### src/rtl/ps2_rx_fifo_pkg.sv
// ============================================================================
// ps2_rx_fifo_pkg : shared PS/2 frame constants and receiver state encoding
// Rev 1.0
// ============================================================================
`default_nettype none

package ps2_rx_fifo_pkg;

    localparam int          PS2_FRAME_BITS = 11;
    localparam logic [7:0]  PS2_BREAK      = 8'hF0;
    localparam logic [7:0]  PS2_EXT        = 8'hE0;

    typedef enum logic [1:0] {
        ST_IDLE  = 2'd0,
        ST_RECV  = 2'd1,
        ST_CHECK = 2'd2
    } rx_state_e;

    // The parity bit makes the total count of ones across data and parity odd.
    function automatic logic odd_parity_ok(input logic [8:0] par_and_data);
        return ^par_and_data;
    endfunction

endpackage

`default_nettype wire

### src/rtl/ps2_rx_fifo_sync_fifo.sv
// ============================================================================
// sync_fifo : single-clock FIFO with extra-MSB pointers and sticky overflow
// Rev 1.0
// ============================================================================
`default_nettype none

module sync_fifo #(
    parameter int ADDR_W = 3,
    parameter int WIDTH  = 8
) (
    input  logic             clk_i,
    input  logic             rst_ni,
    input  logic             push_i,
    input  logic             pop_i,
    input  logic [WIDTH-1:0] din_i,
    output logic [WIDTH-1:0] dout_o,
    output logic             full_o,
    output logic             empty_o,
    output logic             overflow_o
);

    localparam int DEPTH = 2 ** ADDR_W;

    logic [ADDR_W:0]    wr_ptr_q, wr_ptr_d;
    logic [ADDR_W:0]    rd_ptr_q, rd_ptr_d;
    logic               overflow_q, overflow_d;
    logic [WIDTH-1:0]   mem_q [DEPTH];
    logic               do_pop_w;
    logic               do_push_w;

    assign empty_o = (wr_ptr_q == rd_ptr_q);
    assign full_o  = (wr_ptr_q[ADDR_W] != rd_ptr_q[ADDR_W]) &&
                     (wr_ptr_q[ADDR_W-1:0] == rd_ptr_q[ADDR_W-1:0]);

    // A pop frees a slot before the push is judged, so full+pop+push is accepted.
    assign do_pop_w  = pop_i && !empty_o;
    assign do_push_w = push_i && (!full_o || do_pop_w);

    always_comb begin
        wr_ptr_d   = wr_ptr_q;
        rd_ptr_d   = rd_ptr_q;
        overflow_d = overflow_q;
        if (do_pop_w) begin
            rd_ptr_d   = rd_ptr_q + 1'b1;
            overflow_d = 1'b0;
        end
        if (do_push_w) begin
            wr_ptr_d = wr_ptr_q + 1'b1;
        end else if (push_i) begin
            overflow_d = 1'b1;
        end
    end

    always_ff @(posedge clk_i or negedge rst_ni) begin
        if (!rst_ni) begin
            wr_ptr_q   <= '0;
            rd_ptr_q   <= '0;
            overflow_q <= 1'b0;
        end else begin
            wr_ptr_q   <= wr_ptr_d;
            rd_ptr_q   <= rd_ptr_d;
            overflow_q <= overflow_d;
        end
    end

    always_ff @(posedge clk_i) begin
        if (do_push_w) begin
            mem_q[wr_ptr_q[ADDR_W-1:0]] <= din_i;
        end
    end

    assign dout_o     = empty_o ? '0 : mem_q[rd_ptr_q[ADDR_W-1:0]];
    assign overflow_o = overflow_q;

endmodule

`default_nettype wire

### src/rtl/ps2_rx_fifo.sv
// ============================================================================
// ps2_rx_fifo : PS/2 device-to-host frame receiver feeding a scan-code FIFO
// Rev 1.0
// ============================================================================
`default_nettype none

module ps2_rx_fifo
    import ps2_rx_fifo_pkg::*;
#(
    parameter int ADDR_W      = 3,
    parameter int SYNC_STAGES = 3,
    parameter int TIMEOUT_CYC = 100000
) (
    input  logic       clk,
    input  logic       clrn,
    input  logic       ps2_clk,
    input  logic       ps2_data,
    input  logic       nextdata_n,
    output logic [7:0] data,
    output logic       ready,
    output logic       overflow,
    output logic       frame_err
);

    localparam int          TO_W    = $clog2(TIMEOUT_CYC);
    localparam logic [TO_W-1:0] TO_LAST = TO_W'(TIMEOUT_CYC - 1);
    localparam logic [3:0]  STOP_IDX = 4'(PS2_FRAME_BITS - 1);

    logic [SYNC_STAGES-1:0] clk_sync_q;
    logic [SYNC_STAGES-1:0] dat_sync_q;
    logic                   clk_prev_q;
    logic                   fall_w;
    logic                   bit_w;

    rx_state_e              state_q;
    logic [3:0]             bit_cnt_q;
    logic [8:0]             shift_q;
    logic [TO_W-1:0]        to_cnt_q;
    logic                   push_q;
    logic                   frame_err_q;
    logic                   empty_w;
    logic                   full_w;

    always_ff @(posedge clk or negedge clrn) begin
        if (!clrn) begin
            clk_sync_q <= '1;
            dat_sync_q <= '1;
            clk_prev_q <= 1'b1;
        end else begin
            clk_sync_q <= {clk_sync_q[SYNC_STAGES-2:0], ps2_clk};
            dat_sync_q <= {dat_sync_q[SYNC_STAGES-2:0], ps2_data};
            clk_prev_q <= clk_sync_q[SYNC_STAGES-1];
        end
    end

    assign fall_w = clk_prev_q && !clk_sync_q[SYNC_STAGES-1];
    assign bit_w  = dat_sync_q[SYNC_STAGES-1];

    // Validity is judged on the stop edge so push/frame_err are registered
    // and visible during the single CHECK cycle.
    always_ff @(posedge clk or negedge clrn) begin
        if (!clrn) begin
            state_q     <= ST_IDLE;
            bit_cnt_q   <= '0;
            shift_q     <= '0;
            to_cnt_q    <= '0;
            push_q      <= 1'b0;
            frame_err_q <= 1'b0;
        end else begin
            push_q      <= 1'b0;
            frame_err_q <= 1'b0;
            case (state_q)
                ST_IDLE: begin
                    to_cnt_q <= '0;
                    if (fall_w) begin
                        if (!bit_w) begin
                            state_q   <= ST_RECV;
                            bit_cnt_q <= 4'd1;
                        end else begin
                            frame_err_q <= 1'b1;
                        end
                    end
                end
                ST_RECV: begin
                    if (fall_w) begin
                        to_cnt_q  <= '0;
                        bit_cnt_q <= bit_cnt_q + 4'd1;
                        if (bit_cnt_q == STOP_IDX) begin
                            push_q      <= odd_parity_ok(shift_q) && bit_w;
                            frame_err_q <= !(odd_parity_ok(shift_q) && bit_w);
                            state_q     <= ST_CHECK;
                        end else begin
                            shift_q <= {bit_w, shift_q[8:1]};
                        end
                    end else if (to_cnt_q == TO_LAST) begin
                        to_cnt_q    <= '0;
                        bit_cnt_q   <= '0;
                        frame_err_q <= 1'b1;
                        state_q     <= ST_IDLE;
                    end else begin
                        to_cnt_q <= to_cnt_q + 1'b1;
                    end
                end
                ST_CHECK: begin
                    bit_cnt_q <= '0;
                    state_q   <= ST_IDLE;
                end
                default: begin
                    state_q <= ST_IDLE;
                end
            endcase
        end
    end

    sync_fifo #(
        .ADDR_W (ADDR_W),
        .WIDTH  (8)
    ) u_fifo (
        .clk_i      (clk),
        .rst_ni     (clrn),
        .push_i     (push_q),
        .pop_i      (!nextdata_n),
        .din_i      (shift_q[7:0]),
        .dout_o     (data),
        .full_o     (full_w),
        .empty_o    (empty_w),
        .overflow_o (overflow)
    );

    assign ready     = !empty_w;
    assign frame_err = frame_err_q;

    logic unused_w;
    assign unused_w = full_w;

endmodule

`default_nettype wire

### config.mk
export PLATFORM = sky130hd
export DESIGN_NAME = ps2_rx_fifo
export DESIGN_NICKNAME = d
export VERILOG_FILES = /design/src/rtl/ps2_rx_fifo_pkg.sv /design/src/rtl/ps2_rx_fifo_sync_fifo.sv /design/src/rtl/ps2_rx_fifo.sv
export SDC_FILE = /design/constraint.sdc
export NUM_CORES = 1
export LEC_CHECK = 0
export ABC_AREA = 1
export CAP_MARGIN = 10
export CORE_MARGIN = 2
export CORE_UTILIZATION = 59
export DETAILED_ROUTE_END_ITERATION = 10
export PLACE_DENSITY_LB_ADDON = 0.05
export SETUP_SLACK_MARGIN = 0.1
export SKIP_CTS_REPAIR_TIMING = 1
export SLEW_MARGIN = 5
export SYNTH_ARGS = -nofsm -noshare
export SYNTH_HDL_FRONTEND = slang
export SYNTH_SLANG_ARGS = --single-unit
### constraint.sdc
create_clock -name clk -period 4.8 [get_ports clk]
set_input_delay 1.2 -clock clk [delete_from_list [all_inputs] [get_ports clk]]
set_output_delay 1.2 -clock clk [all_outputs]
set_load 0.01 [all_outputs]
==> impl_metrics.tcl, run 1 <==
set metrics [dict create \
    firstDrtPassIters 5 \
    nNetsFinal 537 \
    cts_tree "built" \
    vias_per_cell 5.58 \
    cts-htree-levels 4 \
    ys_seq_area_frac 0.619 \
    routed_wl_um 10200 \
    path_max_fanout 36 \
    io_buffers 15 \
    first_global_vias 3669 \
    cts.sinks 114 \
    core_mm2 0.00859 \
    path_cells "buf_4, inv_1, o21ai_0, o22ai_1, o21ai_0, a31oi_1, clkdlybuf4s50_1" \
    ant_nets 0 \
    crit_top_cell "o21ai_0" \
    syn_avg_cell_area_um2 10.2 \
    placed_area_mm2 0.00537 \
    ys_ff_latch 114 \
    clockRootBuffer "clkbuf_8" \
    crit_arrival_ns 2.97 \
    cts_buffer_depth 2 \
    timing.slew.headroom 0.430 \
    start_util 0.598 \
    p_leak_nw 2.38 \
    rsz0062_at_grt "false" \
    cap_violations 0 \
    drive_gt1_frac 0.112 \
    rr_startpoint "u_fifo.rd_ptr_q[1]" \
    die_width_um 97.4 \
    grt_util_all_layers 0.236 \
    rr_worst_depth 6 \
    synth_fp_nets 515 \
    fillers 630 \
    period_minus_slack_ns 4.17 \
    multiInputGateArea_mm2 0.00172 \
    reg2reg_to "u_fifo.mem_q[2][5]" \
    grt_antenna_before_repair 0 \
    final_cell_mix "83 x nand2_1, 75 x nor2_1, 64 x edfxtp_1" \
    hp-start "dat_sync_q[0]" \
    outcome "finished, final reports clean" \
    drc 0 \
    stdcell_area_mm2 0.00595 \
    dieArea_mm2 0.00948 \
    routabilityCongestion 0.922 \
    drv_slew 0 \
    pin_count 16 \
    critPathRequiredTime_ns 3.60 \
    final_common_cell "nand2_1" \
    path_class "reg -> out" \
    die_h_um 97.4 \
    r2r_setup_slack_ns 2.35 \
    start_kind "flop" \
    netlist_area_mm2 0.00514 \
    cts_buffers 17 \
    max_stage_delay_ns 0.66 \
    final-seq-area_mm2 0.00318 \
    num_rows 34 \
    hold_violations 0 \
    power_density_mw_per_mm2 587 \
    fin_setup_tns_ns 0 \
    setup_viol 0 \
    area_delta_synth_final_pct 15.6 \
    vdd_drop_max_mv 0.408 \
    ys_warn_count 0 \
    clkLatencyLatePin_ns 0.51 \
    ys_types 33 \
    wl_per_cell_um 15.8 \
    grt.overflow.total 0 \
    grt_pass1_wl_um 17600 \
    grt_max_degree 38 \
    finClkSkew_ns 0.00847 \
    antenna_cells 0 \
    hold_end "dat_sync_q[1]" \
    fmax_ghz 0.240 \
    syn-instance-count 502 \
    whs_path_depth 0 \
    drtIter0Drc 261 \
    fin_hold_ws_ns 0.354 \
    critPathCaptureType "output port" \
    post-route-util 0.692 \
    min_path_type "reg -> reg" \
    vias 3599 \
    hpwl_um 6740 \
    critPathSlowestCell "inv_1" \
    clkTransAtPathRegs_ns 0.05 \
    fin_crit_sh 0.868 \
    worst_pin_slew_ns 0.854 \
    total_power_mw 3.49 \
]
==> power by group <==
group,switching (mW),internal (mW),leakage (nW)
clock network,0.408,0.797,0.279
logic,0.621,0.381,0.869
registers,0.133,1.15,1.23
==> worst max-delay path: cells and delay by family, from the launching register on <==
| family | cells | cell delay (ns) |
|---|---|---|
| AOI/OAI and AO/OA | 4 | 0.63 |
| DFF | 1 | 0.35 |
| buffers and inverters | 3 | 1.45 |
==> through the flow <==
stage,cells,setup slack [ns]
2_1_floorplan,502,2.20
3_3_place_gp,613,1.33
3_5_place_dp,613,1.18
4_1_cts,645,0.615
5_1_grt,645,0.428
6_report,645,0.635
==> cells in the mapped netlist, drive strengths merged <==
cell | number | share of area
o21ai | 56 | 0.054
nand4 | 11 | 0.013
a31oi | 9 | 0.011
edfxtp | 64 | 0.37
inv | 44 | 0.032
xor2 | 18 | 0.031
dfrtp | 43 | 0.21
ha | 8 | 0.019
nand2 | 84 | 0.062
nor2 | 80 | 0.062
a21oi | 4 | 0.0039
xnor2 | 5 | 0.0085
or2 | 3 | 0.0041
nor4 | 3 | 0.0049
buf | 10 | 0.011
clkbuf | 5 | 0.0037
dfstp | 7 | 0.036
nand3 | 27 | 0.032
nor3 | 7 | 0.011
o22ai | 13 | 0.016
a22o | 1 | 0.0017
==> how the worst max path moves through the flow <==
stage,start,to,slack [ns],depth (start not counted)
after global routing,u_fifo.rd_ptr_q[0],data[6],0.43,7
after floorplan,nextdata_n,u_fifo.mem_q[6][0],2.20,3
after detailed placement,u_fifo.rd_ptr_q[0],data[6],1.18,7
after global placement,u_fifo.rd_ptr_q[0],data[7],1.33,7
after CTS,u_fifo.rd_ptr_q[0],data[6],0.61,7
final,u_fifo.rd_ptr_q[0],data[6],0.63,7
==> layout make-up <==
class | instances | area share
multi-input combinational | 329 | 0.289
clock inverter | 11 | 0.0231
clock buffer | 21 | 0.0738
tap | 108 | 0.0227
timing repair buffer | 18 | 0.0282
inverter | 44 | 0.0278
sequential | 114 | 0.535
==> flip-flops by register name, summed over array words and instances (netlist names), 2 cells and up <==
register	count
clk_sync_q	3
u_fifo.rd_ptr_q	4
u_fifo.wr_ptr_q	4
dat_sync_q	3
bit_cnt_q	4
u_fifo.mem_q	64
shift_q	9
to_cnt_q	17
state_q	2
==> metal layers <==
metal  part of all wire  vias up  GRT usage
met5                  0        -          0
met4              0.023        0     0.0994
met3              0.048       20     0.0626
met2               0.49      109      0.385
met1               0.44     1719      0.302
li1                   -     1751          -
==> kinds of logic after synthesis <==
logic type / synth area share
AOI/OAI and AO/OA: 0.0869
xor gates and xnor gates: 0.0392
adders and majority gates: 0.0195
buffers and inverters: 0.0467
DFF: 0.619
and+or+nand+nor: 0.189
Power figures use the tool's default switching activity.
==> run 2, diff against run 1 <==
--- a/config.mk
+++ b/config.mk
@@ -11,6 +11,7 @@
 export CORE_UTILIZATION = 59
 export DETAILED_ROUTE_END_ITERATION = 10
 export PLACE_DENSITY_LB_ADDON = 0.05
+export REMOVE_ABC_BUFFERS = 1
 export SETUP_SLACK_MARGIN = 0.1
 export SKIP_CTS_REPAIR_TIMING = 1
 export SLEW_MARGIN = 5
==> impl_metrics.tcl, run 2 (same netlist as run 1, synthesis figures left out) <==
set metrics [dict create \
    path_cells "xor2_1, nor3_2, nand2_1, o21ai_0, a31oi_1, clkdlybuf4s50_1" \
    rr_startpoint "u_fifo.rd_ptr_q[1]" \
    period_minus_slack_ns 4.02 \
    routabilityCongestion 0.828 \
    fin_crit_sh 0.837 \
    r2r_setup_slack_ns 2.17 \
    clockRootBuffer "clkbuf_8" \
    crit_arrival_ns 2.82 \
    cp-endpoint "data[0]" \
    min_path_type "reg -> reg" \
    critPathBufInv 1 \
    power_density_mw_per_mm2 584 \
    max_stage_delay_ns 0.76 \
    grt_pass1_wl_um 16900 \
    drv_slew 0 \
    hold_violations 0 \
    wl_per_cell_um 15.2 \
    hpwl_um 6500 \
    grt_max_degree 36 \
    vdd_drop_max_mv 0.305 \
    critPathCaptureType "output port" \
    rsz0062_at_grt "false" \
    drtIter0Drc 261 \
    instances_no_fill 645 \
    rr_worst_depth 6 \
    finClkSkew_ns 0.00862 \
    routed_wl_um 9780 \
    cts_buffer_depth 2 \
    grt_util_all_layers 0.226 \
    area_delta_synth_final_pct 15.8 \
    largest_reg_flops 64 \
    outcome "finished, final reports clean" \
    cts_buffers 17 \
    final_cell_mix "83 x nand2_1, 75 x nor2_1, 64 x edfxtp_1" \
    nNetsFinal 537 \
    dieArea_mm2 0.00948 \
    critPathRequiredTime_ns 3.60 \
    final_common_cell "nand2_1" \
    path_class "reg -> out" \
    ant_nets 0 \
    core_mm2 0.00859 \
    num_rows 34 \
    grt_antenna_before_repair 0 \
    setup_viol 0 \
    clkTransAtPathRegs_ns 0.06 \
    p_leak_nw 2.37 \
    io_buffers 15 \
    vias 3506 \
    worstSetupPathDepth 6 \
    antenna_cells 0 \
    start_util 0.598 \
    cts-htree-levels 4 \
    vias_per_cell 5.44 \
    fmax_ghz 0.249 \
    drive_gt1_frac 0.112 \
    grt.overflow.total 0 \
    critPathSlowestCell "dfrtp_1" \
    cap_violations 0 \
    crit_path_start "u_fifo.rd_ptr_q[1]" \
    cts.sinks 114 \
    die_h_um 97.4 \
    timing.slew.headroom 0.375 \
    first_global_vias 3494 \
    drc 0 \
    path_max_fanout 20 \
    firstDrtPassIters 4 \
    reg2reg_to "u_fifo.mem_q[4][3]" \
    cts_tree "built" \
    worst_pin_slew_ns 0.934 \
    fin_setup_tns_ns 0 \
    dp.cells 613 \
    clkLatencyLatePin_ns 0.50 \
    start_kind "flop" \
    fillers 620 \
    die_width_um 97.4 \
    cp_top_family "flip-flops" \
    pin_count 16 \
]
run 2: cell types whose count changed in the layout (fill, tap and decap cells not counted):
| cell | before | now |
|---|---|---|
| clkinv_1 | 1 | 2 |
| inv_6 | 0 | 1 |
| clkbuf_1 | 3 | 2 |
| clkinv_2 | 4 | 0 |
| clkbuf_8 | 2 | 1 |
| clkinv_4 | 1 | 2 |
| clkinvlp_4 | 2 | 5 |
run 2: stage by stage:
| stage | area, um2 | hold WS, ns | setup slack [ns] | util | power, mW |
|---|---|---|---|---|---|
| 6_report | 5950 | 0.354 | 0.781 | 0.693 | 3.48 |
| 3_3_place_gp | 5370 | 0.345 | 1.40 | 0.625 | 2.25 |
| 5_1_grt | 5950 | 0.356 | 0.528 | 0.693 | 3.70 |
| 2_1_floorplan | 5070 | 0.345 | 1.76 | - | 1.91 |
| 3_5_place_dp | 5370 | 0.347 | 1.31 | 0.625 | 2.27 |
| 4_1_cts | 5950 | 0.355 | 0.735 | 0.693 | 3.50 |
run 2: power by group:
part / internal [mW] / switching (mW)
combinational: 0.380 / 0.601
sequential: 1.15 / 0.130
clock: 0.788 / 0.428
total: 2.32 / 1.16
run 2: per-layer routing:
layer	vias to the layer above	wire length (um)	global-route usage
met4	0	140	0.0694
met5	-	0	0
met3	13	375	0.0525
met1	1656	4490	0.302
met2	78	4780	0.372
li1	1759	-	-
run 2: area by class of cell:
type                       instances  area, um2  share of cell area
inverter                          44        165              0.0277
sequential                       114       3180               0.534
timing repair buffer              18        168              0.0282
clock buffer                      19        422              0.0708
multi-input combinational        329       1720               0.289
clock inverter                    13        161              0.0271
tap                              108        135              0.0227
run 2: worst min path at each step:
| stage | slack, ns | cells after the start | end | from |
|---|---|---|---|---|
| 2_1_floorplan | 0.35 | 0 | clk_sync_q[1] | clk_sync_q[0] |
| 3_3_place_gp | 0.35 | 0 | clk_sync_q[1] | clk_sync_q[0] |
| 3_5_place_dp | 0.35 | 0 | clk_sync_q[2] | clk_sync_q[1] |
| 4_1_cts | 0.36 | 0 | clk_sync_q[2] | clk_sync_q[1] |
| 5_1_grt | 0.36 | 0 | clk_sync_q[1] | clk_sync_q[0] |
| 6_report | 0.35 | 0 | clk_sync_q[2] | clk_sync_q[1] |
==> run 3, diff against run 2 <==
--- a/config.mk
+++ b/config.mk
@@ -8,7 +8,7 @@
 export ABC_AREA = 1
 export CAP_MARGIN = 10
 export CORE_MARGIN = 2
-export CORE_UTILIZATION = 59
+export CORE_UTILIZATION = 55
 export DETAILED_ROUTE_END_ITERATION = 10
 export PLACE_DENSITY_LB_ADDON = 0.05
 export REMOVE_ABC_BUFFERS = 1
==> constraint.sdc (replaced) <==
create_clock -name clk -period 3.65 [get_ports clk]
set_input_delay 0.9125 -clock clk [delete_from_list [all_inputs] [get_ports clk]]
set_output_delay 0.9125 -clock clk [all_outputs]
set_load 0.01 [all_outputs]
==> impl_metrics.tcl, run 3 (same netlist as run 1, synthesis figures left out) <==
set metrics [dict create \
    core_mm2 0.00915 \
    vdd_drop_max_mv 0.454 \
    clockRootBuffer "clkbuf_8" \
    path_class "reg -> out" \
    fin_crit_sh 0.928 \
    period_minus_slack_ns 3.39 \
    worst_pin_slew_ns 0.817 \
    drive_gt1_frac 0.126 \
    dieArea_mm2 0.0101 \
    first_global_vias 3538 \
    start_kind "flop" \
    io_buffers 15 \
    path_max_fanout 21 \
    total_power_mw 4.70 \
    outcome "finished, final reports clean" \
    finClkSkew_ns 0.00845 \
    antenna_cells 0 \
    vias_per_cell 5.40 \
    grt_pass1_wl_um 16800 \
    vias 3520 \
    area_delta_synth_final_pct 17.2 \
    final_common_cell "nand2_1" \
    p_leak_nw 2.40 \
    min_path_type "reg -> reg" \
    cts_buffers 17 \
    die_h_um 101 \
    final_cell_mix "82 x nand2_1, 75 x nor2_1, 64 x edfxtp_1" \
    routabilityCongestion 0.860 \
    critPathCaptureType "output port" \
    fillers 693 \
    pin_count 16 \
    start_util 0.562 \
    wl_per_cell_um 15.5 \
    nNetsFinal 541 \
    timing.slew.headroom 0.453 \
    cts.sinks 114 \
    firstDrtPassIters 4 \
    hpwl_um 6420 \
    grt_util_all_layers 0.217 \
    cap_violations 0 \
    drc 0 \
    routed_wl_um 10100 \
    setup_viol 0 \
    num_rows 35 \
    r2r_setup_slack_ns 1.25 \
    cts_buffer_depth 2 \
    drtIter0Drc 152 \
    die_width_um 101 \
    hold_violations 0 \
    grt_antenna_before_repair 0 \
    fmax_ghz 0.295 \
    grt.overflow.total 0 \
    critPathRequiredTime_ns 2.74 \
    grt_max_degree 51 \
    clkTransAtPathRegs_ns 0.06 \
    power_density_mw_per_mm2 781 \
    crit_arrival_ns 2.47 \
    clkLatencyLatePin_ns 0.50 \
    ant_nets 0 \
    drv_slew 0 \
    largest_reg_flops 64 \
    cts_tree "built" \
    rsz0062_at_grt "true" \
    fin_setup_tns_ns 0 \
    cts-htree-levels 4 \
]
[run 3: layout make-up]
class / instances / area (um2) / area share
Clock buffer: 19 / 422 / 0.0700
Clock inverter: 13 / 185 / 0.0307
Inverter: 44 / 169 / 0.0280
Multi-Input combinational cell: 329 / 1730 / 0.287
Sequential cell: 114 / 3190 / 0.529
Tap cell: 111 / 139 / 0.0230
Timing Repair Buffer: 21 / 190 / 0.0316
Timing Repair inverter: 1 / 7.51 / 0.00125
[run 3: per-layer routing]
| layer | GRT usage | share of wire | vias up |
|---|---|---|---|
| met1 | 0.274 | 0.44 | 1675 |
| li1 | - | - | 1765 |
| met5 | 0 | 0 | - |
| met2 | 0.369 | 0.51 | 72 |
| met3 | 0.0499 | 0.040 | 8 |
| met4 | 0.0738 | 0.0080 | 0 |
[run 3: through the flow]
step                utilization  hold WS (ns)  instance area [um2]  cells  setup WS (ns)
floorplan                     -         0.345                 5070    487          0.896
finish                    0.658         0.356                 6030    652          0.263
global route              0.658         0.361                 6030    652         0.0702
detailed placement        0.590         0.349                 5400    619          0.431
CTS                       0.656         0.358                 6000    651         -0.105
global placement          0.590         0.345                 5400    619          0.464
[run 3: final timing paths]
path                                         start                  to  depth (start not counted)
max in group asynchronous                     clrn  u_fifo.rd_ptr_q[1]                          2
min in group asynchronous                     clrn        bit_cnt_q[2]                          2
worst max register to register  u_fifo.rd_ptr_q[1]  u_fifo.mem_q[2][4]                          6
worst min-delay path                 clk_sync_q[1]       clk_sync_q[2]                          0
worst min register to register       clk_sync_q[1]       clk_sync_q[2]                          0
worst max-delay path            u_fifo.rd_ptr_q[1]             data[3]                          6
[run 3: critical path: stages, from the launching register on]
cell and delay (ns):
dfrtp_4 0.60, xor2_1 0.21, nor3_2 0.28, nand2_4 0.17, o21ai_0 0.13, a31oi_1 0.07, clkdlybuf4s50_1 0.51
[run 3: power by group]
part	leakage (nW)	internal [mW]	total, mW	switching (mW)
Clock	0.282	1.11	1.68	0.570
Combinational	0.885	0.511	1.33	0.815
Sequential	1.23	1.52	1.70	0.181
